==> src/rtl/proj_pkg.sv <==
// Shared definitions for the projection stream transmitter: defaults, word
// kind codes, FSM state encoding and the 32-bit word layout.
package proj_pkg;

  localparam int COLS_DEFAULT = 640;
  localparam int ROWS_DEFAULT = 480;

  localparam int WORD_W   = 32;
  localparam int KIND_LSB = 30;
  localparam int IDX_LSB  = 20;
  localparam int IDX_W    = 10;
  localparam int VAL_MAXW = 20;

  typedef enum logic [1:0] {
    KIND_HDR  = 2'b00,
    KIND_COL  = 2'b01,
    KIND_ROW  = 2'b10,
    KIND_CSUM = 2'b11
  } kind_e;

  typedef enum logic [2:0] {
    ST_IDLE   = 3'd0,
    ST_HDR    = 3'd1,
    ST_FETCH  = 3'd2,
    ST_RDWAIT = 3'd3,
    ST_REQ_HI = 3'd4,
    ST_REQ_LO = 3'd5,
    ST_CSUM   = 3'd6,
    ST_DONE   = 3'd7
  } state_e;

  function automatic logic [WORD_W-1:0] make_word(input kind_e k,
                                                  input logic [IDX_W-1:0] idx,
                                                  input logic [VAL_MAXW-1:0] val);
    return {k, idx, val};
  endfunction

endpackage

==> src/rtl/sync_bit.sv <==
// Multi-stage flip-flop synchronizer for one asynchronous level input;
// every stage clears to 0 on reset.
module sync_bit #(
  parameter int STAGES = 2
) (
  input  logic i_clk,
  input  logic i_rst_n,
  input  logic i_d,
  output logic o_q
);

  logic [STAGES-1:0] r_sync;

  // NOTE: clocked state uses non-blocking assignments so every stage samples
  // the pre-edge value of its neighbour; blocking here would collapse the chain.
  always_ff @(posedge i_clk or negedge i_rst_n) begin
    if (!i_rst_n) r_sync <= '0;
    else          r_sync <= STAGES'({r_sync, i_d});
  end

  assign o_q = r_sync[STAGES-1];

endmodule

==> src/rtl/proj_stream_tx.sv <==
// Streams header, column sums, row sums and a checksum from the projection
// RAMs to the HPS, one word per 4-phase REQ/ACK handshake.
module proj_stream_tx
  import proj_pkg::*;
#(
  parameter int COLS        = COLS_DEFAULT,
  parameter int ROWS        = ROWS_DEFAULT,
  parameter int VAL_W       = 10,
  parameter int SYNC_STAGES = 2
) (
  input  logic             iCLK,
  input  logic             iRST_N,
  input  logic             iSTART,
  input  logic             iABORT,
  input  logic             iACK,
  output logic             oRAM_SEL,
  output logic [9:0]       oRAM_ADDR,
  input  logic [VAL_W-1:0] iRAM_DATA,
  output logic [31:0]      oDATA,
  output logic             oREQ,
  output logic             oBUSY,
  output logic             oDONE,
  output logic [2:0]       oSTATE
);

  logic w_start_s, w_abort_s, w_ack_s;
  logic w_start_rise;
  logic [VAL_MAXW-1:0] w_val;
  kind_e w_last_kind;

  logic                r_start_prev;
  state_e              r_state;
  logic [IDX_W-1:0]    r_index;
  logic                r_sel;
  logic [VAL_MAXW-1:0] r_csum;
  logic [VAL_MAXW-1:0] r_seq;
  logic [WORD_W-1:0]   r_data;
  logic                r_req, r_busy, r_done;

  sync_bit #(.STAGES(SYNC_STAGES)) u_sync_start (.i_clk(iCLK), .i_rst_n(iRST_N), .i_d(iSTART), .o_q(w_start_s));
  sync_bit #(.STAGES(SYNC_STAGES)) u_sync_abort (.i_clk(iCLK), .i_rst_n(iRST_N), .i_d(iABORT), .o_q(w_abort_s));
  sync_bit #(.STAGES(SYNC_STAGES)) u_sync_ack   (.i_clk(iCLK), .i_rst_n(iRST_N), .i_d(iACK),   .o_q(w_ack_s));

  assign w_start_rise = w_start_s & ~r_start_prev;
  assign w_val        = VAL_MAXW'(iRAM_DATA);
  // The kind of the word just handshaked is still held in the output register.
  assign w_last_kind  = kind_e'(r_data[KIND_LSB +: 2]);

  always_ff @(posedge iCLK or negedge iRST_N) begin
    if (!iRST_N) begin
      r_start_prev <= 1'b0;
      r_state      <= ST_IDLE;
      r_index      <= '0;
      r_sel        <= 1'b0;
      r_csum       <= '0;
      r_seq        <= '0;
      r_data       <= '0;
      r_req        <= 1'b0;
      r_busy       <= 1'b0;
      r_done       <= 1'b0;
    end else begin
      r_start_prev <= w_start_s;
      if (w_abort_s && r_state != ST_IDLE) begin
        r_req   <= 1'b0;
        r_busy  <= 1'b0;
        r_done  <= 1'b0;
        r_state <= ST_IDLE;
      end else begin
        unique case (r_state)
          ST_IDLE, ST_DONE: begin
            if (w_start_rise) begin
              r_csum  <= '0;
              r_index <= '0;
              r_sel   <= 1'b0;
              r_busy  <= 1'b1;
              r_done  <= 1'b0;
              r_state <= ST_HDR;
            end else if (r_state == ST_DONE && !w_start_s) begin
              r_done  <= 1'b0;
              r_state <= ST_IDLE;
            end
          end
          ST_HDR: begin
            r_data  <= make_word(KIND_HDR, '0, r_seq);
            r_req   <= 1'b1;
            r_state <= ST_REQ_HI;
          end
          ST_FETCH: r_state <= ST_RDWAIT;
          ST_RDWAIT: begin
            r_data  <= make_word(r_sel ? KIND_ROW : KIND_COL, r_index, w_val);
            r_csum  <= r_csum + w_val;
            r_req   <= 1'b1;
            r_state <= ST_REQ_HI;
          end
          ST_REQ_HI: begin
            if (w_ack_s) begin
              r_req   <= 1'b0;
              r_state <= ST_REQ_LO;
            end
          end
          ST_REQ_LO: begin
            if (!w_ack_s) begin
              unique case (w_last_kind)
                KIND_CSUM: begin
                  r_done  <= 1'b1;
                  r_busy  <= 1'b0;
                  r_seq   <= r_seq + 20'd1;
                  r_state <= ST_DONE;
                end
                KIND_COL: begin
                  if (r_index == IDX_W'(COLS - 1)) begin
                    r_index <= '0;
                    r_sel   <= 1'b1;
                  end else begin
                    r_index <= r_index + 10'd1;
                  end
                  r_state <= ST_FETCH;
                end
                KIND_ROW: begin
                  if (r_index == IDX_W'(ROWS - 1)) begin
                    r_state <= ST_CSUM;
                  end else begin
                    r_index <= r_index + 10'd1;
                    r_state <= ST_FETCH;
                  end
                end
                KIND_HDR: begin
                  r_index <= '0;
                  r_state <= ST_FETCH;
                end
              endcase
            end
          end
          ST_CSUM: begin
            r_data  <= make_word(KIND_CSUM, '0, r_csum);
            r_req   <= 1'b1;
            r_state <= ST_REQ_HI;
          end
        endcase
      end
    end
  end

  assign oRAM_SEL  = r_sel;
  assign oRAM_ADDR = r_index;
  assign oDATA     = r_data;
  assign oREQ      = r_req;
  assign oBUSY     = r_busy;
  assign oDONE     = r_done;
  assign oSTATE    = r_state;

endmodule

==> config.mk <==
export PLATFORM = sky130hd
export DESIGN_NAME = proj_stream_tx
export DESIGN_NICKNAME = d
export VERILOG_FILES = /design/src/rtl/proj_pkg.sv /design/src/rtl/sync_bit.sv /design/src/rtl/proj_stream_tx.sv
export SDC_FILE = /design/constraint.sdc
export NUM_CORES = 1
export LEC_CHECK = 0
export CORE_MARGIN = 10
export CORE_UTILIZATION = 50
export CTS_CLUSTER_SIZE = 14
export DETAILED_ROUTE_END_ITERATION = 7
export GPL_ROUTABILITY_DRIVEN = 0
export PLACE_DENSITY_LB_ADDON = 0.15
export SLEW_MARGIN = 40
export SYNTH_ARGS = -nofsm -noshare
export SYNTH_HDL_FRONTEND = slang
export SYNTH_SLANG_ARGS = --single-unit
export TNS_END_PERCENT = 1
==> constraint.sdc <==
create_clock -name iCLK -period 2.1 [get_ports iCLK]
set_input_delay 0.21 -clock iCLK [delete_from_list [all_inputs] [get_ports iCLK]]
set_output_delay 0.21 -clock iCLK [all_outputs]
set_load 0.03 [all_outputs]
# After elaboration in Yosys (flattened, before gate mapping)
# Index checks and enable logic that the tools add are counted.
[word_totals] register_bits=96 in_bits=15 out_inout_bits=49 word_cells=103
[op_classes] add_sub_neg=3 eq_ne=23 mux=37 bitwise=4 n_reduce_logical=23
[ops] operator="$pmux W32 S3" count=1
[ops] operator="$mux W10" count=4
[ops] operator="$pmux W20 S2" count=1
[ops] operator="$pmux W10 S3" count=1
[ops] operator="$add A20 B1 Y20 const B" count=1
[ops] operator="$add A20 B10 Y20" count=1
[ops] operator="$mux W20" count=1
[ops] operator="$pmux W10 S2" count=1
[ops] operator="$mux W3" count=6
[ops] operator="$mux W1" count=15
[ops] operator="$pmux W3 S5" count=1
[ops] operator="$eq A3 B3 Y1 const B" count=4
[ops] operator="$reduce_and A4 Y1" count=3
[ops] operator="$reduce_and A6 Y1" count=2
[ops] operator="$reduce_bool A3 Y1" count=4
[ops] operator="$add A10 B1 Y10 const B" count=1
[ops] operator="$eq A10 B10 Y1 const B" count=1
[ops] operator="$eq A10 B9 Y1 const B" count=1
[ops] operator="$ne A3 B3 Y1 const B" count=3
[ops] operator="$pmux W3 S3" count=1
[ops] operator="$pmux W1 S2" count=4
[ops] operator="$eq A3 B2 Y1 const B" count=2
[ops] operator="$ne A2 B2 Y1 const B" count=3
[ops] operator="$ne A3 B2 Y1 const B" count=2
[ops] operator="18 further kinds" count=26

# Depth between registers and ports, before layout
[logic_depth] depth_word=6 ltp_mapped=8 ltp_nobuf=8

# Modules after synthesis
# Synthesis repeated with hierarchy kept, for this count alone.
[unflattened] cells_unflattened=570 area_unflattened_um2=5248.8
[modules_own_cells] module="proj_stream_tx" n_inst=1 cells_per_inst=564 area_per_inst_um2=5098.6 seq_area_each_um2=2252.2
[modules_own_cells] module="sync_bit" n_inst=3 cells_per_inst=2 area_per_inst_um2=50.0 seq_area_each_um2=50.0

# Worst setup path after synthesis
# No wires, ideal clock.
[synth_timing] path_kind="reg2reg" startpoint="reg r_state[0] (netlist: oSTATE[0])" endpoint="reg r_csum[15]" setup_ns=0.078 t_arrival_ns=2.065 required_ns=2.022 setup_slack_ns=-0.042 path_stages_with_launch=7 n_path_buf=1 period_less_slack_ns=2.142 cell_sequence="dfrtp_1 -> buf_6 -> or4b_4 -> a21oi_4 -> nor2_2 -> or4_1 -> a21oi_1"
[synth_via] elab_chain_cells=4 word_cells_on_any_way=11 cone_classes="eq/ne (3); mux (1); bitwise (1); reduce/logical (6)"
[synth_lines] item="start: declaration" line="proj_stream_tx.sv:32" source="state_e r_state;"
[synth_lines] item="start signal: assignment" line="proj_stream_tx.sv:52" source="r_state <= ST_IDLE;"
[synth_lines] item="start signal: assignment" line="proj_stream_tx.sv:67" source="r_state <= ST_IDLE;"
[synth_lines] item="start signal: assignment" line="proj_stream_tx.sv:77" source="r_state <= ST_HDR;"
[synth_lines] item="$eq A3 B3 Y1 (tied with other cells)" line="proj_stream_tx.sv:69" source="unique case (r_state)"
[synth_lines] item="$reduce_or A2 Y1 or $logic_and A1 B1 Y1 (tied branches)" line="proj_stream_tx.sv:69, proj_stream_tx.sv:63"
[synth_lines] item="$ne A2 B2 Y1 (no source line) (tied with other cells)"
[synth_lines] item="$reduce_and A3 Y1 (no source line)"
[synth_lines] item="end signal: assignment" line="proj_stream_tx.sv:91" source="r_csum <= r_csum + w_val;"
[synth_lines] item="end: declaration" line="proj_stream_tx.sv:35" source="logic [VAL_MAXW-1:0] r_csum;"
# Several ways; a longest one is shown, not always the timed one.
# A chain may end at the register's enable or synchronous reset.

# Worst setup path in the final report
[layout_timing] startpoint="reg r_csum[3]" endpoint="reg r_csum[15]"
[layout_via] elab_chain_cells=2
[layout_lines] item="$add A20 B10 Y20" line="proj_stream_tx.sv:91"
[layout_lines] item="$pmux W20 S2" line="proj_stream_tx.sv:69"
# No other way between the ends.

==> results.toml <==
[cells_and_area]
syn_to_final_growth_pct = 30.21
drive_above_1_share_pct = 17.84
fin_nets = 679
antenna_cells = 0
final_area_sq_um = 6628

[pwr]
peakVddDrop_uv = 420.5
power.share.clock_pct = 19.8
seqPwrFrac_pct = 37.4
switchingPower_uw = 2451
swShare_pct = 39.55
p_leak_uw = 0.002826
combPwrFrac_pct = 42.8
power_uw = 6197
internal_power_uw = 3746
p_per_area_nw_per_um2 = 935.1

[global_routing]
grt_pass1_vias = 4463
grt_max_degree = 41
grt_overflow = 0
grt_pass1_wl_microns = 22460
antenna_found_initial = 0
grt_use_total_pct = 18.81

[critical_path]
critPathLaunchType = "flip-flop"
required_ns = 2.41
slowest_delay_ns = 0.48
cpMostUsedCell = "o211ai_1"
worstPathBufferInverterCount = 1
cp_top_family = "compound AO/OA/AOI/OAI gates"
crit_type = "flip-flop to flip-flop"
worstPathCellList = "ha_4 > o211ai_1 > o211ai_1 > a221oi_2 > buf_4 > or4_4 > a21oi_2"
crit_arrival_ns = 2.37
path_max_fanout = 5
end_kind = "flip-flop"
slowest_stage = "or4_4"

[drt]
drt_pre_antenna_iters = 4
wl_met1_microns = 6410
topRoutingLayerUsed = "met4"
routed-wl-met3_microns = 982
ant_nets = 0
viasPerCell = 5.831
met2WireLength_microns = 6083
route.vias.total = 4601
drt_iter0_drc = 347
route.detailed.drc = 0
routedWlPerCell_microns = 17.42
wirelength_microns = 13740

[yosys]
ys_seq_area_share_pct = 47.20
synthCells = 542
yosys.area.top_type = "dfrtp_1"
post-synth-top-area-fraction_pct = 47.20
syn-mean-instance-area_sq_um = 9.391
syn_nets = 570
synth-edff-count = 0
synth.yosys.warnings = 0
ys_ff_latch = 96
synth_area_sq_um = 5090
ys_dominant_reg_cell = "dfrtp_1"
synthArstFlopShare_pct = 100.0
synth.area.top_cells = "dfrtp_1 47%, o21ai_0 6.7%, nand2_1 4.9%"
ys_types = 57

[floorplanning]
die_area_sq_um = 14620
die_h_microns = 120.9
core-area_sq_um = 9864
initial_core_util_pct = 51.60
rows = 36
pin_count = 64
die_x_microns = 120.9

[sta]
hold_viol = 0
maxSlewHeadroom_pct = 65.49
slew_viol_final = 0
period_minus_slack_ns = 2.064
rsz0062_at_grt = "yes"
worst_pin_slew_ns = 0.5137
finalSetupViolations = 0
max_freq_ghz = 0.4846
skew_ns = 0.008066
fin_crit_sh_pct = 98.27

[place]
dp_hpwl_microns = 9971
portBuffers = 63
placed_area_sq_um = 6254

[flow_run]
cap_violations = 0

[run_status]
status = "completed"

[clock_tree]
htreeDepth = 3
cts-buffers-inserted = 9
cts_tree = "yes"
cts_root_buf = "clkbuf_8"
clk_path_buf_depth = 2
cts.clk_slew.worst_paths_ns = 0.09
clk_latency_ns = 0.37
clock-sinks = 96

[worst_hold_path]
hold_class = "input port to flip-flop"
-- power by group through the flow --
stage          combinational (uW)  sequential, uW  clock (uW)
4_1_cts                      2520            2300        1250
3_5_place_dp                 2500            2340           0
2_1_floorplan                1360            2500           0
3_3_place_gp                 2460            2330           0
5_1_grt                      2920            2350        1320
6_report                     2650            2320        1230
-- worst reg2reg max path: cells and delay by family (launching register included) --
| kind | cells | cell delay (ns) |
|---|---|---|
| AOI/OAI and AO/OA | 4 | 0.64 |
| adders and majority gates | 1 | 0.29 |
| buffers and inverters | 1 | 0.18 |
| DFF | 1 | 0.42 |
| and+or+nand+nor | 1 | 0.48 |
-- metal layers --
metal  vias to the layer above  track usage (%)
li1                       2206                -
met3                        18            3.723
met1                      2218            25.80
met2                       159            28.40
met5                         -                0
met4                         0            7.617
-- flip-flops by register name, indices dropped and copies added, names as in the netlist --
| signal | flops |
|---|---|
| u_sync_start.r_sync | 2 |
| oREQ | 1 |
| oDONE | 1 |
| r_seq | 20 |
| u_sync_ack.r_sync | 2 |
| oSTATE | 3 |
| oRAM_SEL | 1 |
| oDATA | 32 |
| oRAM_ADDR | 10 |
| r_csum | 20 |
| r_start_prev | 1 |
| oBUSY | 1 |
| u_sync_abort.r_sync | 2 |
-- synthesized netlist by cell type, types with 7 or more instances --
library cell	count
dfrtp_1	96
o21ai_0	68
nand2_1	66
nor2_1	34
clkbuf_1	27
a21oi_1	17
xnor2_1	17
inv_1	16
nand3_1	16
nand2b_1	14
a22oi_1	12
ha_1	12
a22o_1	10
o221ai_1	10
o211ai_1	9
a31oi_1	8
nand4_1	8
nor3_1	8
nor3b_1	7
o31ai_1	7
xor2_1	7
-- per-stage QoR --
step           instances  setup TNS (ns)  util, %  setup WS, ns  hold slack (ns)
4_1_cts              785               0    65.68      0.006066           0.2577
5_1_grt              789         -0.1549    67.19      -0.03477           0.2544
2_1_floorplan        542       -0.001579        -     -0.001579         -0.08559
6_report             789               0    67.19       0.03640           0.2706
3_3_place_gp         768          -3.139    63.39       -0.3772           0.1944
3_5_place_dp         768          -3.984    63.39       -0.4908           0.1967
-- cells by family after synthesis --
group | share of synthesized area [%]
flops | 47.20
mux | 1.205
buf+inv | 3.859
fa+ha+maj | 3.343
compound gates | 22.79
xor+xnor | 4.130
simple gates | 17.48
-- what timing repair did --
action | CTS | global route
gates resized for setup | 3 | 25
endpoints found under the hold margin | 32 | 0
setup buffers | 0 | 3
endpoints found under the setup margin | 5 | 20
hold buffers | 1 | 0
pin swaps | 0 | 8
cloned | 0 | 1
-- cell type report --
| class | count | area (sq um) |
|---|---|---|
| Multi-Input combinational cell | 398 | 2630 |
| Clock inverter | 3 | 23.77 |
| Fill cell | 778 | 3237 |
| Clock buffer | 13 | 178.9 |
| Timing Repair Buffer | 130 | 1161 |
| Tap cell | 133 | 166.4 |
| Sequential cell | 96 | 2407 |
| Inverter | 16 | 60.06 |
-- worst paths after layout --
check                                          start              endpoint  depth (start not counted)  slack (ns)
worst max-delay path                       r_csum[3]            r_csum[15]                          7        0.04
worst min-delay path                            iACK  u_sync_ack.r_sync[0]                          1        0.27
worst max register to register             r_csum[3]            r_csum[15]                          7        0.04
worst min register to register  u_sync_ack.r_sync[0]  u_sync_ack.r_sync[1]                          0        0.36
max in group asynchronous                     iRST_N             r_csum[1]                          3        1.12
min in group asynchronous                     iRST_N              oDATA[3]                          2        0.33
-- layout by cell type, fill, tap and decap left out, drive strengths merged, types with 3 or more instances in the layout --
cell	n
dfrtp	96
o21ai	71
buf	67
nand2	66
clkdlybuf4s50	60
nor2	35
a21oi	18
xnor2	17
inv	16
nand3	16
nand2b	14
clkbuf	13
a22oi	12
ha	12
a22o	10
o221ai	10
o211ai	9
nand4	8
nor3	8
a31oi	8
xor2	7
nor3b	7
o31ai	7
o22ai	6
a211oi	6
and3	5
mux2i	5
nor4	4
a21o	3
and4	3
a311oi	3
or3	3
(Power assumes the default switching activity.)
